**src/rtl/rl_lj_pair_arbiter_if.sv**
```systemverilog
// Bundle between the pair-filter lanes, the shared LJ force pipeline and
// the force accumulators; clk/rst stay plain ports on the arbiter.
//   enable, req_*          : lane requests (packed, lane i at [i*W +: W])
//   req_ready              : one-hot grant back to the lanes
//   pipe_r2_valid/pipe_*   : operands issued into the force pipeline
//   pipe_force_valid/fx..  : results coming back from the pipeline
//   out_*                  : result routed back with its {lane, pid} tag
//   inflight, err_misalign : status
interface rl_lj_pair_arbiter_if #(
    parameter int DATA_WIDTH   = 32,
    parameter int NUM_REQ      = 4,
    parameter int REQ_ID_WIDTH = 2,
    parameter int PID_WIDTH    = 8,
    parameter int PIPE_LATENCY = 14
);
    localparam int CNT_W = $clog2(PIPE_LATENCY + 2);

    logic                          enable;
    logic [NUM_REQ-1:0]            req_valid;
    logic [NUM_REQ*DATA_WIDTH-1:0] req_r2;
    logic [NUM_REQ*DATA_WIDTH-1:0] req_dx;
    logic [NUM_REQ*DATA_WIDTH-1:0] req_dy;
    logic [NUM_REQ*DATA_WIDTH-1:0] req_dz;
    logic [NUM_REQ*PID_WIDTH-1:0]  req_pid;
    logic [NUM_REQ-1:0]            req_ready;

    logic                          pipe_r2_valid;
    logic [DATA_WIDTH-1:0]         pipe_r2;
    logic [DATA_WIDTH-1:0]         pipe_dx;
    logic [DATA_WIDTH-1:0]         pipe_dy;
    logic [DATA_WIDTH-1:0]         pipe_dz;
    logic                          pipe_force_valid;
    logic [DATA_WIDTH-1:0]         pipe_fx;
    logic [DATA_WIDTH-1:0]         pipe_fy;
    logic [DATA_WIDTH-1:0]         pipe_fz;

    logic                          out_valid;
    logic [REQ_ID_WIDTH-1:0]       out_req_id;
    logic [PID_WIDTH-1:0]          out_pid;
    logic [DATA_WIDTH-1:0]         out_fx;
    logic [DATA_WIDTH-1:0]         out_fy;
    logic [DATA_WIDTH-1:0]         out_fz;
    logic [CNT_W-1:0]              inflight;
    logic                          err_misalign;

    // arbiter side
    modport slave (
        input  enable, req_valid, req_r2, req_dx, req_dy, req_dz, req_pid,
        output req_ready,
        output pipe_r2_valid, pipe_r2, pipe_dx, pipe_dy, pipe_dz,
        input  pipe_force_valid, pipe_fx, pipe_fy, pipe_fz,
        output out_valid, out_req_id, out_pid, out_fx, out_fy, out_fz,
        output inflight, err_misalign
    );

    // environment side (lanes, pipeline, accumulators)
    modport master (
        output enable, req_valid, req_r2, req_dx, req_dy, req_dz, req_pid,
        input  req_ready,
        input  pipe_r2_valid, pipe_r2, pipe_dx, pipe_dy, pipe_dz,
        output pipe_force_valid, pipe_fx, pipe_fy, pipe_fz,
        input  out_valid, out_req_id, out_pid, out_fx, out_fy, out_fz,
        input  inflight, err_misalign
    );
endinterface

```
**src/rtl/rl_lj_pair_arbiter.sv**
```systemverilog
// Round-robin arbiter sharing one fixed-latency LJ force pipeline among
// NUM_REQ pair-filter lanes; a {lane, pid} tag chain routes results back.
//   clk, rst : clock, synchronous active-high reset
//   bus      : rl_lj_pair_arbiter_if.slave (requests, pipeline, results)
module rl_lj_pair_arbiter #(
    parameter int DATA_WIDTH   = 32,
    parameter int NUM_REQ      = 4,
    parameter int REQ_ID_WIDTH = 2,
    parameter int PID_WIDTH    = 8,
    parameter int PIPE_LATENCY = 14
) (
    input logic                  clk,
    input logic                  rst,
    rl_lj_pair_arbiter_if.slave  bus
);
    localparam int CNT_W = $clog2(PIPE_LATENCY + 2);

    typedef struct packed {
        logic                    v;
        logic [REQ_ID_WIDTH-1:0] lane;
        logic [PID_WIDTH-1:0]    pid;
    } tag_t;

    logic [REQ_ID_WIDTH-1:0] rr_ptr_q, rr_ptr_d;
    logic                    gnt_found;
    logic [REQ_ID_WIDTH-1:0] gnt_idx;
    int                      scan_idx;
    logic                    xfer;
    logic [NUM_REQ-1:0]      ready;

    logic [DATA_WIDTH-1:0]   sel_r2, sel_dx, sel_dy, sel_dz;
    logic [PID_WIDTH-1:0]    sel_pid;

    logic                    iss_v_q, iss_v_d;
    logic [DATA_WIDTH-1:0]   iss_r2_q, iss_r2_d;
    logic [DATA_WIDTH-1:0]   iss_dx_q, iss_dx_d;
    logic [DATA_WIDTH-1:0]   iss_dy_q, iss_dy_d;
    logic [DATA_WIDTH-1:0]   iss_dz_q, iss_dz_d;
    logic [REQ_ID_WIDTH-1:0] iss_lane_q, iss_lane_d;
    logic [PID_WIDTH-1:0]    iss_pid_q, iss_pid_d;

    tag_t                    tag_q [PIPE_LATENCY];
    tag_t                    tag_d [PIPE_LATENCY];
    tag_t                    tail;

    logic                    out_valid_q, out_valid_d;
    logic [REQ_ID_WIDTH-1:0] out_id_q, out_id_d;
    logic [PID_WIDTH-1:0]    out_pid_q, out_pid_d;
    logic [DATA_WIDTH-1:0]   out_fx_q, out_fx_d;
    logic [DATA_WIDTH-1:0]   out_fy_q, out_fy_d;
    logic [DATA_WIDTH-1:0]   out_fz_q, out_fz_d;
    logic [CNT_W-1:0]        inflight_q, inflight_d;
    logic                    err_q, err_d;

    // Scan lanes starting at rr_ptr, wrapping; first valid lane wins.
    always_comb begin
        gnt_found = 1'b0;
        gnt_idx   = '0;
        scan_idx  = 0;
        for (int k = 0; k < NUM_REQ; k++) begin
            scan_idx = int'(rr_ptr_q) + k;
            if (scan_idx >= NUM_REQ) scan_idx = scan_idx - NUM_REQ;
            if (!gnt_found && bus.req_valid[REQ_ID_WIDTH'(scan_idx)]) begin
                gnt_found = 1'b1;
                gnt_idx   = REQ_ID_WIDTH'(scan_idx);
            end
        end
    end

    // Ready is gated by rst too so nothing is accepted during reset.
    assign xfer = gnt_found & bus.enable & ~rst;

    always_comb begin
        ready = '0;
        if (xfer) ready[gnt_idx] = 1'b1;
    end

    assign bus.req_ready = ready;

    always_comb begin
        sel_r2  = '0;
        sel_dx  = '0;
        sel_dy  = '0;
        sel_dz  = '0;
        sel_pid = '0;
        for (int i = 0; i < NUM_REQ; i++) begin
            if (gnt_idx == REQ_ID_WIDTH'(i)) begin
                sel_r2  = bus.req_r2[i*DATA_WIDTH +: DATA_WIDTH];
                sel_dx  = bus.req_dx[i*DATA_WIDTH +: DATA_WIDTH];
                sel_dy  = bus.req_dy[i*DATA_WIDTH +: DATA_WIDTH];
                sel_dz  = bus.req_dz[i*DATA_WIDTH +: DATA_WIDTH];
                sel_pid = bus.req_pid[i*PID_WIDTH +: PID_WIDTH];
            end
        end
    end

    assign tail = tag_q[PIPE_LATENCY-1];

    always_comb begin
        rr_ptr_d   = rr_ptr_q;
        iss_v_d    = xfer;
        iss_r2_d   = iss_r2_q;
        iss_dx_d   = iss_dx_q;
        iss_dy_d   = iss_dy_q;
        iss_dz_d   = iss_dz_q;
        iss_lane_d = iss_lane_q;
        iss_pid_d  = iss_pid_q;
        if (xfer) begin
            rr_ptr_d   = (gnt_idx == REQ_ID_WIDTH'(NUM_REQ - 1)) ?
                         '0 : gnt_idx + REQ_ID_WIDTH'(1);
            iss_r2_d   = sel_r2;
            iss_dx_d   = sel_dx;
            iss_dy_d   = sel_dy;
            iss_dz_d   = sel_dz;
            iss_lane_d = gnt_idx;
            iss_pid_d  = sel_pid;
        end

        // Tag enters the chain while its operands sit on the pipe inputs,
        // so the tail lines up with pipe_force_valid.
        tag_d[0] = '{v: iss_v_q, lane: iss_lane_q, pid: iss_pid_q};
        for (int k = 1; k < PIPE_LATENCY; k++) tag_d[k] = tag_q[k-1];

        out_valid_d = tail.v & bus.pipe_force_valid;
        out_id_d    = tail.lane;
        out_pid_d   = tail.pid;
        out_fx_d    = bus.pipe_fx;
        out_fy_d    = bus.pipe_fy;
        out_fz_d    = bus.pipe_fz;
        err_d       = err_q | (tail.v ^ bus.pipe_force_valid);

        inflight_d = inflight_q;
        if (iss_v_q && !tail.v) inflight_d = inflight_q + CNT_W'(1);
        if (!iss_v_q && tail.v) inflight_d = inflight_q - CNT_W'(1);
    end

    always_ff @(posedge clk) begin
        if (rst) begin
            rr_ptr_q    <= '0;
            iss_v_q     <= 1'b0;
            iss_r2_q    <= '0;
            iss_dx_q    <= '0;
            iss_dy_q    <= '0;
            iss_dz_q    <= '0;
            iss_lane_q  <= '0;
            iss_pid_q   <= '0;
            for (int k = 0; k < PIPE_LATENCY; k++) tag_q[k] <= '0;
            out_valid_q <= 1'b0;
            out_id_q    <= '0;
            out_pid_q   <= '0;
            out_fx_q    <= '0;
            out_fy_q    <= '0;
            out_fz_q    <= '0;
            inflight_q  <= '0;
            err_q       <= 1'b0;
        end else begin
            rr_ptr_q    <= rr_ptr_d;
            iss_v_q     <= iss_v_d;
            iss_r2_q    <= iss_r2_d;
            iss_dx_q    <= iss_dx_d;
            iss_dy_q    <= iss_dy_d;
            iss_dz_q    <= iss_dz_d;
            iss_lane_q  <= iss_lane_d;
            iss_pid_q   <= iss_pid_d;
            for (int k = 0; k < PIPE_LATENCY; k++) tag_q[k] <= tag_d[k];
            out_valid_q <= out_valid_d;
            out_id_q    <= out_id_d;
            out_pid_q   <= out_pid_d;
            out_fx_q    <= out_fx_d;
            out_fy_q    <= out_fy_d;
            out_fz_q    <= out_fz_d;
            inflight_q  <= inflight_d;
            err_q       <= err_d;
        end
    end

    assign bus.pipe_r2_valid = iss_v_q;
    assign bus.pipe_r2       = iss_r2_q;
    assign bus.pipe_dx       = iss_dx_q;
    assign bus.pipe_dy       = iss_dy_q;
    assign bus.pipe_dz       = iss_dz_q;
    assign bus.out_valid     = out_valid_q;
    assign bus.out_req_id    = out_id_q;
    assign bus.out_pid       = out_pid_q;
    assign bus.out_fx        = out_fx_q;
    assign bus.out_fy        = out_fy_q;
    assign bus.out_fz        = out_fz_q;
    assign bus.inflight      = inflight_q;
    assign bus.err_misalign  = err_q;
endmodule
```
**src/flat_wrapper.sv**
```systemverilog
// flat-port wrapper written by rule: the top's interface ports become plain ports
module rl_lj_pair_arbiter_flat 
#(
    parameter int DATA_WIDTH   = 32,
    parameter int NUM_REQ      = 4,
    parameter int REQ_ID_WIDTH = 2,
    parameter int PID_WIDTH    = 8,
    parameter int PIPE_LATENCY = 14
)
  (clk, rst, bus_enable, bus_req_valid, bus_req_r2, bus_req_dx, bus_req_dy, bus_req_dz, bus_req_pid, bus_req_ready, bus_pipe_r2_valid, bus_pipe_r2, bus_pipe_dx, bus_pipe_dy, bus_pipe_dz, bus_pipe_force_valid, bus_pipe_fx, bus_pipe_fy, bus_pipe_fz, bus_out_valid, bus_out_req_id, bus_out_pid, bus_out_fx, bus_out_fy, bus_out_fz, bus_inflight, bus_err_misalign);
  rl_lj_pair_arbiter_if #(.DATA_WIDTH(DATA_WIDTH), .NUM_REQ(NUM_REQ), .REQ_ID_WIDTH(REQ_ID_WIDTH), .PID_WIDTH(PID_WIDTH), .PIPE_LATENCY(PIPE_LATENCY)) bus_i ();
  input logic clk;
  input logic rst;
  input wire logic [$bits(bus_i.enable)-1:0] bus_enable;
  input wire logic [$bits(bus_i.req_valid)-1:0] bus_req_valid;
  input wire logic [$bits(bus_i.req_r2)-1:0] bus_req_r2;
  input wire logic [$bits(bus_i.req_dx)-1:0] bus_req_dx;
  input wire logic [$bits(bus_i.req_dy)-1:0] bus_req_dy;
  input wire logic [$bits(bus_i.req_dz)-1:0] bus_req_dz;
  input wire logic [$bits(bus_i.req_pid)-1:0] bus_req_pid;
  output wire logic [$bits(bus_i.req_ready)-1:0] bus_req_ready;
  output wire logic [$bits(bus_i.pipe_r2_valid)-1:0] bus_pipe_r2_valid;
  output wire logic [$bits(bus_i.pipe_r2)-1:0] bus_pipe_r2;
  output wire logic [$bits(bus_i.pipe_dx)-1:0] bus_pipe_dx;
  output wire logic [$bits(bus_i.pipe_dy)-1:0] bus_pipe_dy;
  output wire logic [$bits(bus_i.pipe_dz)-1:0] bus_pipe_dz;
  input wire logic [$bits(bus_i.pipe_force_valid)-1:0] bus_pipe_force_valid;
  input wire logic [$bits(bus_i.pipe_fx)-1:0] bus_pipe_fx;
  input wire logic [$bits(bus_i.pipe_fy)-1:0] bus_pipe_fy;
  input wire logic [$bits(bus_i.pipe_fz)-1:0] bus_pipe_fz;
  output wire logic [$bits(bus_i.out_valid)-1:0] bus_out_valid;
  output wire logic [$bits(bus_i.out_req_id)-1:0] bus_out_req_id;
  output wire logic [$bits(bus_i.out_pid)-1:0] bus_out_pid;
  output wire logic [$bits(bus_i.out_fx)-1:0] bus_out_fx;
  output wire logic [$bits(bus_i.out_fy)-1:0] bus_out_fy;
  output wire logic [$bits(bus_i.out_fz)-1:0] bus_out_fz;
  output wire logic [$bits(bus_i.inflight)-1:0] bus_inflight;
  output wire logic [$bits(bus_i.err_misalign)-1:0] bus_err_misalign;
  assign bus_i.enable = bus_enable;
  assign bus_i.req_valid = bus_req_valid;
  assign bus_i.req_r2 = bus_req_r2;
  assign bus_i.req_dx = bus_req_dx;
  assign bus_i.req_dy = bus_req_dy;
  assign bus_i.req_dz = bus_req_dz;
  assign bus_i.req_pid = bus_req_pid;
  assign bus_req_ready = bus_i.req_ready;
  assign bus_pipe_r2_valid = bus_i.pipe_r2_valid;
  assign bus_pipe_r2 = bus_i.pipe_r2;
  assign bus_pipe_dx = bus_i.pipe_dx;
  assign bus_pipe_dy = bus_i.pipe_dy;
  assign bus_pipe_dz = bus_i.pipe_dz;
  assign bus_i.pipe_force_valid = bus_pipe_force_valid;
  assign bus_i.pipe_fx = bus_pipe_fx;
  assign bus_i.pipe_fy = bus_pipe_fy;
  assign bus_i.pipe_fz = bus_pipe_fz;
  assign bus_out_valid = bus_i.out_valid;
  assign bus_out_req_id = bus_i.out_req_id;
  assign bus_out_pid = bus_i.out_pid;
  assign bus_out_fx = bus_i.out_fx;
  assign bus_out_fy = bus_i.out_fy;
  assign bus_out_fz = bus_i.out_fz;
  assign bus_inflight = bus_i.inflight;
  assign bus_err_misalign = bus_i.err_misalign;
  rl_lj_pair_arbiter #(.DATA_WIDTH(DATA_WIDTH), .NUM_REQ(NUM_REQ), .REQ_ID_WIDTH(REQ_ID_WIDTH), .PID_WIDTH(PID_WIDTH), .PIPE_LATENCY(PIPE_LATENCY)) u_core (.clk(clk), .rst(rst), .bus(bus_i));
endmodule
```
**config.mk**
```make
export PLATFORM = sky130hd
export DESIGN_NAME = rl_lj_pair_arbiter_flat
export DESIGN_NICKNAME = d
export VERILOG_FILES = /design/src/rtl/rl_lj_pair_arbiter_if.sv /design/src/rtl/rl_lj_pair_arbiter.sv /design/src/flat_wrapper.sv
export SDC_FILE = /design/constraint.sdc
export NUM_CORES = 1
export LEC_CHECK = 0
export BUFFER_PORTS_ARGS = -buffer_cell sky130_fd_sc_hd__clkbuf_2
export CAP_MARGIN = 25
export CORE_AREA = 5 5 340 342
export CTS_BUF_LIST = sky130_fd_sc_hd__clkbuf_4 sky130_fd_sc_hd__clkbuf_8
export CTS_CLUSTER_SIZE = 12
export DETAILED_ROUTE_END_ITERATION = 16
export DIE_AREA = 0 0 345 347
export GPL_ROUTABILITY_DRIVEN = 0
export GPL_TIMING_DRIVEN = 0
export PLACE_DENSITY = 0.34
export SLEW_MARGIN = 20
export SYNTH_ARGS = -nofsm -noshare
export SYNTH_HDL_FRONTEND = slang
export SYNTH_SLANG_ARGS = --single-unit
```
**constraint.sdc**
```tcl
create_clock -name clk -period 2.6 [get_ports clk]
set_clock_uncertainty 0.2 [all_clocks]
set_input_delay 0.13 -clock clk [delete_from_list [all_inputs] [get_ports clk]]
set_output_delay 0.13 -clock clk [all_outputs]
set_load 0.005 [all_outputs]
```
==> results.toml <==
[floorplanning]
dieArea_um2 = 120000
die_x_um = 345
pin_count = 893
row_count = 123
initial_core_util = 0.144
die_height_um = 347
core-area_um2 = 112000

[clock_tree]
cts.sinks = 407
cts_buffers = 81
cts_tree = "yes"
cts-htree-levels = 3
root_buffer = "clkbuf_8"
cts.path.max_buffers = 3
clock_latency_ps = 710
clk_pin_slew_worst_paths_ps = 80

[synthesis]
avgSynthCellArea_um2 = 8.15
synth_nets = 2638
ys_warn_count = 0
synth_cell_type_count = 31
ys_ff_latch = 407
netlist_area_um2 = 16100
synth_seq_area_share = 0.505
synthCells = 1981

[job]
maxCapViolations = 0

[route]
firstDrtPassIters = 5
drc = 0
final_antenna_net_count = 0
vias_per_cell = 3.98
vias = 21500
wl_um = 112000
drt-initial-drc-count = 1107
wl_per_cell_um = 20.7

[setup_path]
crit_type = "flop to output port"
cp.required_ps = 2270
cp_slowest_cell = "dfxtp_4"
arrival_ps = 2630
crit_family = "compound AO/OA/AOI/OAI gates"
reg2reg_depth = 17
slowest_delay_ps = 370
crit_chain = "inv_2 > a221o_1 > a32oi_2 > and2_4 > ha_4 > clkbuf_16 > buf_12 > clkbuf_16 > and2_4 > buf_6"
cp_max_fo = 8
worstSetupEndpointType = "output port"
r2r-start = "u_core.rr_ptr_q[1]$_SDFFE_PP0P_"
cp-start-kind = "flop"
rr_endpoint = "u_core.bus.pipe_dx[26]$_SDFFE_PP0P_"
rrSetupSlack_ps = -350
path_buf_inv = 5

[layout]
layout_common_cells = "clkbuf_2 (916), dlygate4sd3_1 (793), dfxtp_1 (405)"
fin_nets = 4485
final_common_cell = "clkbuf_2"
area_growth_syn_to_layout_pct = 118
final_util = 0.314
drive_gt1_frac = 0.374

[global_route]
grt_pass1_wl_um = 155000
grt_pass1_vias = 22700
antenna_found_initial = 40
grt.total_usage = 0.175
grt-ovfl-total = 0
grt_max_degree = 15

[timing]
finalCritPeriodShare = 1.14
setup_viol = 133
slew_viol_final = 0
fin_crit_ps = 2960
worst_slack_ps = -362
tightest_slew_ps = 823
hold_violations = 0
relSlewSlack = 0.452
fmax_ghz = 0.338
rsz0062_at_grt = "true"

[placement]
io_buffers = 891
dpl.hpwl_um = 83300

[min_path]
min_path_type = "input pin to flop"
hold_path_end = "u_core.bus.pipe_r2[27]$_SDFFE_PP0P_"
worstHoldStart = "bus_req_r2[123]"
whs_path_depth = 4

[outcome]
violations = "negative setup slack"
status = "finished, violations left"

[pwr]
p_leak_nw = 15.8
powerDensity_nw_per_um2 = 598
vdd_drop_max_v = 0.000336
p_total_w = 0.0211
power by group:
group / total [W] / switching [W] / internal [W]
Sequential: 0.00685 / 0.000201 / 0.00665
Clock: 0.00694 / 0.00312 / 0.00381
Combinational: 0.00726 / 0.00380 / 0.00347
worst register-to-register path, cell delays in order, from the launching register on:
cell	delay [ps]
dfxtp_4	360
buf_6	120
a21oi_2	130
o21ai_2	80
a2bb2o_4	220
buf_6	130
ha_4	170
clkbuf_16	150
buf_4	130
buf_4	130
buf_6	120
buf_12	140
buf_6	130
clkbuf_16	150
a21oi_2	120
o21ai_1	70
a22oi_1	210
o21ai_1	100
cells in the mapped netlist:
| cell | number | share of area |
|---|---|---|
| nand3_1 | 1 | 0.00031 |
| a32oi_1 | 1 | 0.00054 |
| a221o_1 | 2 | 0.0012 |
| buf_1 | 13 | 0.0030 |
| mux2_2 | 1 | 0.00070 |
| clkbuf_2 | 7 | 0.0022 |
| nor2_1 | 8 | 0.0019 |
| and2_1 | 5 | 0.0019 |
| a21oi_1 | 284 | 0.088 |
| a2bb2oi_1 | 5 | 0.0027 |
| dfxtp_1 | 407 | 0.50 |
| nand2_1 | 275 | 0.064 |
| xor2_1 | 2 | 0.0011 |
| and3_1 | 1 | 0.00039 |
| fa_1 | 1 | 0.0012 |
| buf_2 | 10 | 0.0031 |
| clkbuf_1 | 127 | 0.030 |
| o31ai_1 | 1 | 0.00047 |
| a21oi_2 | 1 | 0.00054 |
| o21ai_0 | 200 | 0.062 |
| nand3b_2 | 1 | 0.00070 |
| or4_1 | 1 | 0.00047 |
| a2bb2o_1 | 1 | 0.00062 |
| ha_1 | 8 | 0.0062 |
| a22oi_1 | 131 | 0.061 |
| o21ai_1 | 70 | 0.022 |
| buf_4 | 9 | 0.0042 |
| nor2b_1 | 260 | 0.10 |
| or4_4 | 1 | 0.00070 |
| a22o_1 | 1 | 0.00054 |
| inv_1 | 146 | 0.034 |
metrics by stage:
| stage | hold slack (ps) | cell area, um^2 | setup WS (ps) | setup TNS [ps] | instances |
|---|---|---|---|---|---|
| floorplan | 58.2 | 16200 | 54.2 | 0 | 1981 |
| global placement | 138 | 22500 | -1960 | -196980 | 4372 |
| detailed placement | 142 | 22500 | -1470 | -128360 | 4374 |
| CTS | 0.197 | 33600 | -465 | -19760 | 5351 |
| global route | 14.9 | 35200 | -535 | -32890 | 5395 |
| finish | 78.6 | 35200 | -362 | -17410 | 5404 |
cells by family after synthesis:
kind of cell,count (synthesis),synth area share
AO/OA/AOI/OAI,697,0.239
XOR/XNOR,2,0.00108
adder cells (fa/ha/maj),9,0.00744
buffers and inverters,312,0.0759
flip-flops,407,0.505
multiplexers,1,0.000697
AND/OR/NAND/NOR,553,0.171
sequential cells by signal (all words and copies together), names as in the netlist, 32 cells and up:
| register | count |
|---|---|
| u_core.tag_q | 154 |
| u_core.bus.pipe_dz | 32 |
| u_core.bus.out_fx | 32 |
| u_core.bus.out_fz | 32 |
| u_core.bus.out_fy | 32 |
| u_core.bus.pipe_dy | 32 |
| u_core.bus.pipe_dx | 32 |
| u_core.bus.pipe_r2 | 32 |
routing by layer:
layer / global-route usage / up-vias / wire, um
met4: 0.0621 / 14 / 4350
met3: 0.0521 / 249 / 8690
met2: 0.302 / 936 / 53900
met1: 0.205 / 9970 / 44700
met5: 0 / - / 92
li1: - / 10300 / -
area by class of cell:
| class | instances | area [um^2] |
|---|---|---|
| clock inverters | 14 | 146 |
| multi-input cells | 1262 | 7880 |
| well taps | 1500 | 1880 |
| clock buffers | 126 | 1540 |
| inverters | 146 | 552 |
| repair buffers | 1769 | 13500 |
| flip-flops and latches | 407 | 8150 |
| plain buffers | 161 | 1510 |
| diodes | 19 | 47.5 |
| fillers | 11900 | 76800 |
worst max path at each step:
stage,from,end,cells past startpoint
floorplan,u_core.rr_ptr_q[0]$_SDFFE_PP0P_,u_core.iss_pid_q[1]$_SDFFE_PP0P_,12
finish,u_core.rr_ptr_q[1]$_SDFFE_PP0P_,bus_req_ready[1],10
global route,u_core.rr_ptr_q[1]$_SDFFE_PP0P_,bus_req_ready[1],10
global placement,u_core.rr_ptr_q[0]$_SDFFE_PP0P_,u_core.bus.pipe_dz[27]$_SDFFE_PP0P_,12
CTS,u_core.rr_ptr_q[1]$_SDFFE_PP0P_,bus_req_ready[1],10
detailed placement,u_core.rr_ptr_q[0]$_SDFFE_PP0P_,u_core.bus.pipe_dz[27]$_SDFFE_PP0P_,12
repair_timing:
item                                    in CTS  in global routing
endpoints found under the setup margin     140                141
endpoints found under the hold margin      242                  0
resized for setup                          316                481
pin swaps                                   52                 99
setup buffers                               41                 30
gates cloned                                 4                  9
hold buffers                               793                  0
(Power assumes the default switching activity.)
